## config.mk

```make
export PLATFORM = sky130hd
export DESIGN_NAME = fdiv16_async_retime_core
export DESIGN_NICKNAME = d
export VERILOG_FILES = /design/src/rtl/fdiv_pkg.sv /design/src/rtl/fdiv_toggle_stage.sv /design/src/rtl/fdiv16_async_retime_core.sv
export SDC_FILE = /design/constraint.sdc
export NUM_CORES = 1
export LEC_CHECK = 0
export ABC_AREA = 1
export CORE_AREA = 2 2 39 41
export DETAILED_ROUTE_END_ITERATION = 6
export DIE_AREA = 0 0 41 43
export GPL_ROUTABILITY_DRIVEN = 1
export PLACE_DENSITY = 0.3
export SYNTH_ARGS = -nofsm -noshare
export SYNTH_HDL_FRONTEND = slang
export SYNTH_SLANG_ARGS = --single-unit
```

## constraint.sdc

```tcl
create_clock -name in -period 0.8 [get_ports in]
set_input_delay 0.08 -clock in [delete_from_list [all_inputs] [get_ports in]]
set_output_delay 0.08 -clock in [all_outputs]
set_load 0.005 [all_outputs]
```

## src/rtl/fdiv_pkg.sv

```systemverilog
// Shared constants for the ripple clock divider family.
package fdiv_pkg;

    localparam int unsigned STAGES_DEFAULT = 4;
    localparam real         F_IN_NOM       = 2.0e9;

endpackage : fdiv_pkg

```

## src/rtl/fdiv_toggle_stage.sv

```systemverilog
// One ripple toggle flop. Its clock is the input clock while in reset and the
// inverted previous stage otherwise, so every stage still sees edges to clear on.
module fdiv_toggle_stage (
    input  logic clk_i,
    input  logic rst_q_i,
    input  logic q_prev_i,
    output logic q_o
);

    logic stage_clk_c;
    logic q_q;
    logic q_d;

    // Release is glitch-free: rst_q rises with clk_i high while ~q_prev is also high.
    assign stage_clk_c = rst_q_i ? ~q_prev_i : clk_i;
    assign q_d         = ~q_q;

    always_ff @(posedge stage_clk_c) begin
        if (!rst_q_i) begin
            q_q <= 1'b0;
        end else begin
            q_q <= q_d;
        end
    end

    assign q_o = q_q;

endmodule : fdiv_toggle_stage

```

## src/rtl/fdiv16_async_retime_core.sv

```systemverilog
// Divide-by-2^STAGES ripple clock divider with a falling-edge retimed copy of
// its output, so downstream logic sees single-flop skew instead of ripple skew.
module fdiv16_async_retime_core
    import fdiv_pkg::*;
#(
    parameter int unsigned STAGES = STAGES_DEFAULT
) (
    input  logic in,
    input  logic rstn,
    output logic out_async,
    output logic out_retimed
);

    logic              rst_q;
    logic              q0_q;
    logic              q0_d;
    logic              retime_q;
    logic              retime_d;
    logic [STAGES-1:0] q;

    always_ff @(posedge in) begin
        rst_q <= rstn;
    end

    // Stage 0 runs directly on the input clock.
    assign q0_d = ~q0_q;

    always_ff @(posedge in) begin
        if (!rst_q) begin
            q0_q <= 1'b0;
        end else begin
            q0_q <= q0_d;
        end
    end

    assign q[0] = q0_q;

    for (genvar k = 1; k < STAGES; k++) begin : g_stage
        fdiv_toggle_stage u_stage (
            .clk_i    (in),
            .rst_q_i  (rst_q),
            .q_prev_i (q[k-1]),
            .q_o      (q[k])
        );
    end

    // Falling-edge capture leaves half an input period for the ripple to settle.
    assign retime_d = q[STAGES-1];

    always_ff @(negedge in) begin
        if (!rst_q) begin
            retime_q <= 1'b0;
        end else begin
            retime_q <= retime_d;
        end
    end

    assign out_async   = q[STAGES-1];
    assign out_retimed = retime_q;

endmodule : fdiv16_async_retime_core

```

# Yosys cells after proc, flatten, opt, wreduce, memory -nomap -nowiden
# Index checks and enable logic that the tools add are counted.
# op_classes
mux	3
bitwise_logic	4
# ops
operator	n
1-bit inverter	4
1-bit two-way mux	3
# word_totals
register_bits	6
inputBits	2
wordCells	13
output_inout_bits	2

# Logic depth before layout (Yosys ltp)
# depth
depth_word	2
depth_mapped	3
ltp_nobuf	3

# By module
# From an unflattened synthesis, not the netlist that was laid out.
# hier_totals
cells_unflattened	29
area_unflattened_um2	209.0
# by_module_without_submodules
module	area_each_um2	seq_area_each_um2	n_inst	cells_each
fdiv_toggle_stage	42.5	20.0	3	7
fdiv16_async_retime_core	81.3	60.1	1	8

==> run summary <==
CTS tree = built
Yosys top cell area share = 63.2%
Rows = 14
Yosys top cell by area = dfxtp_1
grt ovf = 0
Worst Path Class, Setup = flop to output port
Synth Net Count = 26
Worst setup SP type = flop
max cap viols = 0
CP Data Arrival Time = 1.45 ns
initial antenna violation count = 0
clock group share of total power = 72.3%
post-route setup slack = -0.731 ns
worst-path maximum fanout = 1
gr usage total = 8.34%
register area = 125 um2
Seq pwr share = 20.9%
FF+latch count, synth = 6
Power Density = 2830 mW/mm2
EDFF count, synth = 0
Antenna diodes = 0
HP Class = flop to clock gate
Net Switching = 290 uW
crit-path max cell delay = 0.29 ns
Post-DP Area = 265 um2
most common cell in the netlist = inv_1
Die W = 41 um
relative slew slack = 93.2%
Post-Syn Instances = 24
Area Overhead vs Synth = 114%
detailed placement HPWL = 244 um
Mapped Area = 190 um2
Worst Path Buf+Inv = 1
internal power = 864 uW
sequential area share after synthesis = 63.2%
post-route ant nets = 0
WL/cell = 7.75 um
RSZ-0062 raised after global routing = true
hold path startpoint = rst_q
combinational power share = 6.8%
die area = 0.00176 mm2
Die Y = 43 um
total number of vias = 228
nets = 50
Syn Area/Cell = 7.92 um2
reg-to-reg startpoint = g_stage[3].u_stage.q_o
Switching Share = 25.1%
most frequent cells after synthesis = inv_1, nand2_1, dfxtp_1
footprint of the multi-input gates = 46.3 um2
Post-Route WL = 496 um
initial core utilization = 13.7%
largest net degree at the start of global routing = 6
Worst Setup SP = out_retimed
Synth area leaders = dfxtp_1, inv_1, nand2_1
global-route wire length before repair = 779 um
Skew-Pair Late Insertion Delay = 0.65 ns
Post-route DRC = 0
vias per cell = 3.56
fin. max-slew vios = 0
area of the core = 0.00138 mm2
vias in the first global route = 260
most frequently used flop master after synthesis = dfxtp_1
design area = 408 um2
buffers added on ports = 3
io pins = 4
Worst path top cell family by delay = flip-flops
pre-CTS setup slack = -0.457 ns
share of cells above drive strength 1 = 60.4%
Yosys warnings = 0
worst-margin pin slew = 0.101 ns
Worst-path clk slew = 0.04 ns
Setup Viol. Count Final = 7
First DRT Iteration DRCs = 4
Pwr Total = 1150 uW
Fin. Hold Viols = 0
Detailed Routing Iterations Pass 1 = 4
status = finished with violations
worst path cell trace = buf_2
Async S/R FF share, synth = 0%
Layout Skew = 0.0925 ns
FILL cells = 155
Worst Path Required = 0.72 ns
Pleak = 0.000240 uW
failing checks = negative setup slack
Max VDD drop = 1.24 mV
Worst Setup End Kind = output port
gpl congestion = 0.653
crit path max-delay cell type = dfxtp_1
post-synth cell types = 6
==> kinds of logic (layout without fill, tap and decap cells) <==
family,count (synthesis),in the layout,synth area share (%)
AND/OR/NAND/NOR,9,9,19.1
flip-flops,6,6,63.2
buffers and inverters,9,33,17.8
==> cells in the final DEF (no fill, tap or decap) <==
master and instances:
buf_2 2, inv_1 8, clkbuf_1 1, inv_4 1, nand2_1 3, nor2_1 1, dfxtp_1 4, dlygate4sd3_1 1
buf_6 2, clkbuf_4 11, clkdlybuf4s50_1 1, dfxtp_2 1, buf_4 5, inv_2 1, dfxtp_4 1, nand2_2 5
==> power groups by stage <==
stage / combinational (uW) / sequential (uW) / clock [uW]
final: 78.7 / 241 / 834
after global routing: 86.8 / 243 / 913
after CTS: 78.6 / 241 / 877
after detailed placement: 50.4 / 245 / 65.1
after global placement: 50.0 / 244 / 65.1
after floorplan: 16.8 / 243 / 65.1
==> path summary, 6_finish.rpt <==
kind,slack [ns],to,depth (start not counted)
max,-0.73,out_retimed,1
max reg2reg,-0.14,out_retimed,3
min in group in,0.47,q0_q,3
max in group gated,-0.06,clock gate,1
min,0.43,clock gate,2
min reg2reg,0.47,q0_q,3
==> state kept, by name, indices dropped and copies added (netlist names) <==
signal               flops
q0_q                     1
out_retimed              1
g_stage.u_stage.q_o      3
rst_q                    1
==> metrics by stage <==
step	util (%)	TNS (ns)	cells	hold WS, ns
finish	29.5	-1.40	64	0.433
global route	29.5	-1.65	64	0.472
global placement	19.2	-0.762	46	0.102
CTS	29.5	-1.47	64	0.445
floorplan	-	-0.102	24	-0.0322
detailed placement	19.2	-0.761	46	0.102
==> what timing repair did <==
item / CTS / global route
buffers inserted: 4 / 0
setup endpoints to repair: 7 / 8
hold endpoints to repair: 1 / 0
pin swaps: 3 / 0
hold buffers: 1 / 0
gates resized for setup: 15 / 1
==> routing by layer <==
| layer | vias up | global-route usage (%) | routed length [um] |
|---|---|---|---|
| li1 | 110 | - | - |
| met1 | 102 | 4.19 | 172 |
| met2 | 11 | 7.81 | 257 |
| met3 | 5 | 8.90 | 40 |
| met4 | 0 | 18.7 | 25 |
| met5 | - | 0 | 0 |
==> cell type report <==
class,instances,share of cell area (%)
sequential,6,30.7
timing repair buffer,11,22.1
tap,16,4.91
clock buffer,12,21.2
multi-input combinational,9,11.3
inverter,8,7.98
clock inverter,2,1.84
(Power assumes the default switching activity.)
